**config.mk**
```make
export PLATFORM = sky130hd
export DESIGN_NAME = nibble_serial_add_ctrl
export DESIGN_NICKNAME = d
export VERILOG_FILES = /design/src/rtl/nibble_serial_add_ctrl_pkg.sv /design/src/rtl/nibble_serial_add_ctrl_rca.sv /design/src/rtl/nibble_serial_add_ctrl.sv
export SDC_FILE = /design/constraint.sdc
export NUM_CORES = 1
export LEC_CHECK = 0
export BUFFER_PORTS_ARGS = -buffer_cell sky130_fd_sc_hd__buf_2
export CAP_MARGIN = 20
export CELL_PAD_IN_SITES_DETAIL_PLACEMENT = 1
export CELL_PAD_IN_SITES_GLOBAL_PLACEMENT = 1
export CORE_MARGIN = 1.5
export CORE_UTILIZATION = 36
export CTS_CLUSTER_SIZE = 25
export DETAILED_ROUTE_END_ITERATION = 8
export GPL_TIMING_DRIVEN = 0
export PLACE_DENSITY = 0.85
export SYNTH_ARGS = -nofsm -noshare
export SYNTH_HDL_FRONTEND = slang
export SYNTH_SLANG_ARGS = --single-unit
```
**constraint.sdc**
```tcl
create_clock -name clk -period 2.1 [get_ports clk]
set_input_delay 0.42 -clock clk [delete_from_list [all_inputs] [get_ports clk]]
set_output_delay 0.42 -clock clk [all_outputs]
set_load 0.005 [all_outputs]
```
**src/rtl/nibble_serial_add_ctrl_pkg.sv**
```systemverilog
// Shared definitions for the nibble-serial adder controller.
//   state_e  : controller FSM encoding (IDLE / RUN / DONE)
//   SLICE_W  : width of the shared adder slice in bits
//   clog2    : ceiling log2 (minimum 1) used to size the nibble index
package nibble_serial_add_ctrl_pkg;

  typedef enum logic [1:0] {
    IDLE = 2'd0,
    RUN  = 2'd1,
    DONE = 2'd2
  } state_e;

  localparam int unsigned SLICE_W = 4;

  function automatic int unsigned clog2(input int unsigned n);
    int unsigned r;
    r = 1;
    while ((32'd1 << r) < n) r = r + 1;
    return r;
  endfunction

endpackage

```
**src/rtl/nibble_serial_add_ctrl_rca.sv**
```systemverilog
// 4-bit ripple-carry adder slice.
//   a, b  : 4-bit operands
//   cin   : carry in
//   sum   : 4-bit sum
//   cout  : carry out of bit 3
module ripple_carry_adder (
  input  logic [3:0] a,
  input  logic [3:0] b,
  input  logic       cin,
  output logic [3:0] sum,
  output logic       cout
);

  always_comb begin
    logic [4:0] c;
    c    = '0;
    sum  = '0;
    c[0] = cin;
    for (int unsigned i = 0; i < 4; i++) begin
      sum[i]   = a[i] ^ b[i] ^ c[i];
      c[i+1]   = (a[i] & b[i]) | (c[i] & (a[i] ^ b[i]));
    end
    cout = c[4];
  end

endmodule

```
**src/rtl/nibble_serial_add_ctrl.sv**
```systemverilog
// Two-requester WIDTH-bit adder built around one shared 4-bit slice.
// A round-robin arbiter accepts one operand pair at a time; the add then
// runs one nibble per cycle (WIDTH/4 cycles) and the result is held until
// the consumer takes it.
//   clk, rst                     : clock, async active-high reset
//   req{0,1}_valid/_ready        : operand handshake (ready is combinational)
//   req{0,1}_a/_b/_cin           : operands and carry-in
//   res_valid/res_ready          : result handshake
//   res_sum/res_cout/res_id      : result, final carry, owning requester
//   busy                         : high while an add is running or held
module nibble_serial_add_ctrl
  import nibble_serial_add_ctrl_pkg::*;
#(
  parameter int unsigned WIDTH = 16
) (
  input  logic             clk,
  input  logic             rst,
  input  logic             req0_valid,
  output logic             req0_ready,
  input  logic [WIDTH-1:0] req0_a,
  input  logic [WIDTH-1:0] req0_b,
  input  logic             req0_cin,
  input  logic             req1_valid,
  output logic             req1_ready,
  input  logic [WIDTH-1:0] req1_a,
  input  logic [WIDTH-1:0] req1_b,
  input  logic             req1_cin,
  output logic             res_valid,
  input  logic             res_ready,
  output logic [WIDTH-1:0] res_sum,
  output logic             res_cout,
  output logic             res_id,
  output logic             busy
);

  localparam int unsigned SLICES = WIDTH / SLICE_W;
  localparam int unsigned IDX_W  = clog2(SLICES);
  localparam logic [IDX_W-1:0] LAST_IDX = IDX_W'(SLICES - 1);

  state_e           state_q;
  logic [WIDTH-1:0] a_q;
  logic [WIDTH-1:0] b_q;
  logic [WIDTH-1:0] sum_q;
  logic [IDX_W-1:0] idx_q;
  logic             carry_q;
  logic             ptr_q;
  logic             id_q;
  logic             res_valid_q;
  logic             res_cout_q;

  logic             any_valid;
  logic             grant;
  logic [3:0]       slice_sum;
  logic             slice_cout;

  // Grant goes to the sole valid requester; on contention, to the pointer.
  always_comb begin
    any_valid = req0_valid | req1_valid;
    grant     = 1'b0;
    if (req0_valid && req1_valid) grant = ptr_q;
    else                          grant = req1_valid;
    req0_ready = (state_q == IDLE) & req0_valid & ~grant;
    req1_ready = (state_q == IDLE) & req1_valid &  grant;
  end

  // Operands are shifted right one nibble per step so the slice always sees
  // bits [3:0]; sum nibbles enter at the top and land in place after the
  // last step. Equivalent to indexing nibble idx, without a wide mux.
  ripple_carry_adder u_slice (
    .a    (a_q[SLICE_W-1:0]),
    .b    (b_q[SLICE_W-1:0]),
    .cin  (carry_q),
    .sum  (slice_sum),
    .cout (slice_cout)
  );

  always_ff @(posedge clk or posedge rst) begin
    if (rst) begin
      state_q     <= IDLE;
      a_q         <= '0;
      b_q         <= '0;
      sum_q       <= '0;
      idx_q       <= '0;
      carry_q     <= 1'b0;
      ptr_q       <= 1'b0;
      id_q        <= 1'b0;
      res_valid_q <= 1'b0;
      res_cout_q  <= 1'b0;
    end else begin
      case (state_q)
        IDLE: begin
          if (any_valid) begin
            a_q     <= grant ? req1_a   : req0_a;
            b_q     <= grant ? req1_b   : req0_b;
            carry_q <= grant ? req1_cin : req0_cin;
            id_q    <= grant;
            ptr_q   <= ~grant;
            idx_q   <= '0;
            state_q <= RUN;
          end
        end
        RUN: begin
          a_q     <= a_q >> SLICE_W;
          b_q     <= b_q >> SLICE_W;
          sum_q   <= {slice_sum, sum_q[WIDTH-1:SLICE_W]};
          carry_q <= slice_cout;
          idx_q   <= idx_q + 1'b1;
          if (idx_q == LAST_IDX) begin
            res_valid_q <= 1'b1;
            res_cout_q  <= slice_cout;
            state_q     <= DONE;
          end
        end
        DONE: begin
          if (res_ready) begin
            res_valid_q <= 1'b0;
            state_q     <= IDLE;
          end
        end
        default: state_q <= IDLE;
      endcase
    end
  end

  assign res_valid = res_valid_q;
  assign res_sum   = sum_q;
  assign res_cout  = res_cout_q;
  assign res_id    = id_q;
  assign busy      = (state_q != IDLE);

endmodule

```
Yosys cells after proc, flatten, opt, wreduce, memory -nomap -nowiden
Cells that the tools add are included.
Word-level totals
  bits in latches: 0
  memories: 0
  input bits: 71
  flip-flop bits (word level): 57
  bits in writable memories: 0
  ROM bits: 0
  logic and storage cells: 72
  output and inout bits: 22
Operators by class
  equality and inequality tests: 6
  multiply operators: 0
  shift-type cells: 0
  order comparisons: 0
  reduce and logical (&&, ||, !) cells: 10
  divide/modulo/power cells: 0
  add/sub/neg operators: 1
  bitwise logic cells: 26
  mux-type cells: 19
Operator list (count)
  16-bit 2-to-1 mux: 4
  16-bit one-hot mux with 2 select lines: 2
  1-bit bitwise AND: 12
  2-bit 2-to-1 mux: 4
  1-bit bitwise XOR: 8
  2-bit inequality test (second input constant): 3
  2-bit one-hot mux with 3 select lines: 1
  2-bit AND reduction: 3
  3-bit AND reduction: 2
  2-bit nonzero test: 3
  1-bit 2-to-1 mux: 5
  1-bit bitwise OR: 5
  2-bit equality test (second input constant): 2
  1-bit one-hot mux with 2 select lines: 2
  2-bit one-hot mux with 2 select lines: 1
  2-bit by 1-bit adder with 2-bit output (second input constant): 1
  2-bit by 1-bit equality test with 1-bit output (second input constant): 1
  2-bit zero test: 1
  1-bit logical AND: 1
  1-bit NOT: 1

Depth between registers and ports, before layout
  depth after elaboration: 10
  mapped depth: 10

Hierarchy
Synthesis repeated with hierarchy kept, for this count alone.
Second synthesis, totals
  cell total of the unflattened synthesis: 268
  area total of the unflattened synthesis: 2763.9 um^2
By module, submodules not included
  nibble_serial_add_ctrl: instances 1, cells an instance 254, area each 2646.3 um^2
  ripple_carry_adder: instances 1, cells an instance 14, area each 117.6 um^2

Worst setup path after synthesis
Ideal clock, no wire load.
  path kind: flip-flop to flip-flop
  from: register a_q[0]
  to: register sum_q[15] (netlist: res_sum[15])
  clock period less this slack: 2.032 ns
  required time: 2.023 ns
  stages on the path, launching flop included: 9
  path buffers: 0
  arrival: 1.954 ns
  path slack: 0.068 ns
  setup time: 0.077 ns
  cell sequence: dfrtp_1 -> fa_1 -> inv_1 -> fa_1 -> inv_1 -> fa_1 -> inv_1 -> fa_1 -> a21oi_1
Between the ends
  cells in the longest elaborated chain, start to end: 8
  elaborated cells between the ends (all ways): 9
  those cells by class: bitwise (9)
Ends and longest elaborated chain
  from (decl): RTL line nibble_serial_add_ctrl.sv:41  | logic [WIDTH-1:0] a_q;
  from (signal assigned): RTL line nibble_serial_add_ctrl.sv:93  | a_q <= grant ? req1_a : req0_a;
  from (signal assigned): RTL line nibble_serial_add_ctrl.sv:103  | a_q <= a_q >> SLICE_W;
  1-bit bitwise XOR: RTL line nibble_serial_add_ctrl_rca.sv:21  | c[i+1] = (a[i] & b[i]) | (c[i] & (a[i] ^ b[i]));
  1-bit bitwise AND: RTL line nibble_serial_add_ctrl_rca.sv:21
  1-bit bitwise OR (*): RTL line nibble_serial_add_ctrl_rca.sv:21
  1-bit bitwise AND (*): RTL line nibble_serial_add_ctrl_rca.sv:21
  1-bit bitwise OR (*): RTL line nibble_serial_add_ctrl_rca.sv:21
  1-bit bitwise AND (*): RTL line nibble_serial_add_ctrl_rca.sv:21
  1-bit bitwise OR (*): RTL line nibble_serial_add_ctrl_rca.sv:21
  1-bit bitwise XOR (*): RTL line nibble_serial_add_ctrl_rca.sv:20  | sum[i] = a[i] ^ b[i] ^ c[i];
  to (signal assigned): RTL line nibble_serial_add_ctrl.sv:105  | sum_q <= {slice_sum, sum_q[WIDTH-1:SLICE_W]};
  to (decl): RTL line nibble_serial_add_ctrl.sv:43  | logic [WIDTH-1:0] sum_q;
Mark *: on every way between the ends. The rest lies on a longest branch, timed or not.
A chain may end at the register's enable or synchronous reset.

Worst setup path in the final report
  from: register carry_q
  to: register sum_q[15] (netlist: res_sum[15])
Between the ends
  cells in the longest elaborated chain, start to end: 7
Ends and longest elaborated chain
  from (decl): RTL line nibble_serial_add_ctrl.sv:45  | logic carry_q;
  from (signal assigned): RTL line nibble_serial_add_ctrl.sv:95  | carry_q <= grant ? req1_cin : req0_cin;
  from (signal assigned): RTL line nibble_serial_add_ctrl.sv:106  | carry_q <= slice_cout;
  1-bit bitwise AND: RTL line nibble_serial_add_ctrl_rca.sv:21
  1-bit bitwise OR: RTL line nibble_serial_add_ctrl_rca.sv:21
  1-bit bitwise AND: RTL line nibble_serial_add_ctrl_rca.sv:21
  1-bit bitwise OR: RTL line nibble_serial_add_ctrl_rca.sv:21
  1-bit bitwise AND: RTL line nibble_serial_add_ctrl_rca.sv:21
  1-bit bitwise OR: RTL line nibble_serial_add_ctrl_rca.sv:21
  1-bit bitwise XOR: RTL line nibble_serial_add_ctrl_rca.sv:20
No other way between the ends.

==> results.yml <==
run_status:
  status: "finished with violations"
  violations: "setup timing"
synthesis:
  synth_top_area_cell: "dfrtp_1"
  yosysSeqAreaShare: 0.4742
  synth_cells: 260
  synth_xor_area_frac: 0
  synth_nets: 336
  synthAdderAreaFrac: 0.03078
  yosys_warnings: 0
  synth_seq_cells: 57
  syn_area_um2: 3008
  synth_top_family_by_area: "multiplexers"
  yosys-top-cells-area: "dfrtp_1, mux2i_1, a211oi_2"
  syn_avg_cell_area_um2: 11.57
  synthSimpleGateAreaFrac: 0.1369
  synth.area.mux_share: 0.1622
  synthDistinctLibCells: 29
  synth_compound_area_frac: 0.1356
  yosys.area.top_type_share: 0.4742
sta:
  finalSetupViolCount: 2
  setup_tns_ns: -0.1778
  hold_violations: 0
  layout_setup_ws_ns: -0.1112
  worst_pin_slew_ns: 0.5783
  slew_viol_final: 0
  slew_headroom: 0.6139
  timing.hold.ws_ns: 0.1323
  min_period_over_period: 1.053
  clock.fmax_mhz: 452.3
  fin_crit_ns: 2.211
  skew_ns: 0.005900
  grt_setup_unrepaired: "yes"
placement:
  place_congestion: 0.7517
  port_buffers: 92
  post-place-cells: 458
  place_area_um2: 3620
  place_hpwl_um: 5988
grt:
  grtUsageTotal: 0.1939
  antenna_found_initial: 0
  grt_max_degree: 34
  grt_pass1_vias: 2639
  grt.overflow.total: 0
  grt_pass1_wl_um: 12880
floorplan:
  io_pins: 93
  die-height_um: 94.41
  start_util: 0.3698
  fp.dieW_um: 94.41
  die_area_um2: 8912
  core_region_area_um2: 8134
  rows: 33
layout:
  final_common_cell: "buf_2"
  layout_common_cells: "buf_2, dfrtp_1, mux2i_1, nor2_1, nor3b_1"
  syn_to_final_growth_pct: 28.54
  drive_gt1_frac: 0.4755
  nets: 439
  final_cells: 473
  fillCellCount: 935
  fin_area_um2: 3866
  n_antenna_cell: 0
power:
  swShare: 0.3875
  power_mw: 6.338
  p_int_mw: 3.882
  combPwrFrac: 0.489
  ir_drop_mv: 0.5479
  p_seq_frac: 0.324
  power_density_nw_per_um2: 1639
  power_leakage_nw: 1.881
  switchingPower_mw: 2.456
  clockPowerShare: 0.186
critical_path:
  cp_max_fo: 2
  cp-end-kind: "flip-flop"
  worst_setup_path_start_kind: "flip-flop"
  rr_startpoint: "carry_q"
  critPathArrivalTime_ns: 2.49
  path_class: "reg2reg"
  crit_start: "carry_q"
  worstPathRequired_ns: 2.38
drt:
  wl_per_cell_um: 16.93
  viasPerCell: 4.958
  routed_wl_um: 8009
  firstDrtPassIters: 4
  via_count: 2345
  first_iter_violations: 75
  ant_nets: 0
  drc: 0
clock_tree:
  clock_path_buffers: 2
  post_cts_buffers: 0
  root_buffer: "clkbuf_8"
  htreeDepth: 3
  clk_transition_reported_paths_ns: 0.07
  cts_made_buffers: 9
  clk_latency_ns: 0.34
  cts_tree: "done"
  clock_sinks: 57
run:
  max_cap_viol_count: 0
worst_hold_path:
  hold_class: "in2async"
area by class of cell:
| cell class | instances | area (um^2) | area share |
|---|---|---|---|
| repair buffers | 93 | 480.5 | 0.1243 |
| multi-input cells | 174 | 1421 | 0.3676 |
| clock buffers | 11 | 151.4 | 0.03916 |
| plain buffers | 17 | 136.4 | 0.03528 |
| flip-flops and latches | 57 | 1426 | 0.3689 |
| well taps | 105 | 131.4 | 0.03398 |
| inverters | 11 | 41.29 | 0.01068 |
| clock inverters | 5 | 77.57 | 0.02006 |
power by group through the flow:
stage               clock network (mW)  logic, mW  registers [mW]
floorplan                            0       2.16            1.97
global placement                     0       2.86            2.01
detailed placement                   0       3.05            2.05
CTS                               1.21       3.15            2.04
global route                      1.24       3.45            2.13
finish                            1.18       3.10            2.06
timing repair:
item,4_1_cts,5_1_grt
endpoints found under the setup margin,3,5
gates resized for setup,6,6
gates cloned,0,0
pin swaps,2,3
hold buffers,0,0
logic make-up (layout without fill, tap and decap cells):
kind of cell,after synthesis,count (layout)
AOI/OAI and AO/OA,47,47
adders and majority gates,5,5
DFF,57,57
buffers and inverters,29,137
muxes,47,47
and+or+nand+nor,75,75
layer usage:
layer,GRT usage,wire [um],up-vias
met4,0.08706,151,0
met3,0.03704,366,12
met1,0.2306,3287,1155
li1,-,-,1114
met5,0,0,-
met2,0.3387,4203,64
Yosys cell counts (all sizes together):
cell type,instances
dfrtp,57
mux2i,33
nor2,32
a211oi,24
nor3b,24
buf,14
mux2,14
nand2,14
o21ai,12
inv,11
a21oi,8
clkbuf,4
fa,4
a21o,1
a22o,1
ha,1
nand3,1
nor2b,1
nor3,1
o31ai,1
or2,1
or3,1
worst max-delay path: stages, from the launching register on:
cell and delay, ns:
dfrtp_1 0.42, fa_2 0.43, inv_2 0.07, fa_2 0.18
inv_2 0.04, fa_2 0.36, inv_2 0.07, fa_2 0.45
a21oi_2 0.12
worst paths after layout:
check,end,slack (ns),cells after the start
worst max-delay path,res_sum[15],-0.11,8
worst min-delay path,a_q[5],0.13,2
worst max register to register,res_sum[15],-0.11,8
worst min register to register,res_id,0.49,1
max in group asynchronous,res_sum[7],1.38,3
min in group clk,state_q[1],0.27,2
stage by stage:
stage / setup WS [ns] / util
after floorplan: 0.06849 / -
after global placement: -0.4132 / 0.4425
after detailed placement: -0.1783 / 0.4450
after CTS: -0.09753 / 0.4745
after global routing: -0.1851 / 0.4753
final: -0.1112 / 0.4753
sequential cells by signal (all words and copies together) (netlist names):
signal     cells
a_q           16
res_cout       1
res_id         1
res_sum       16
res_valid      1
carry_q        1
idx_q          2
ptr_q          1
state_q        2
b_q           16
Note: power is estimated with default switching activity, not from simulation.
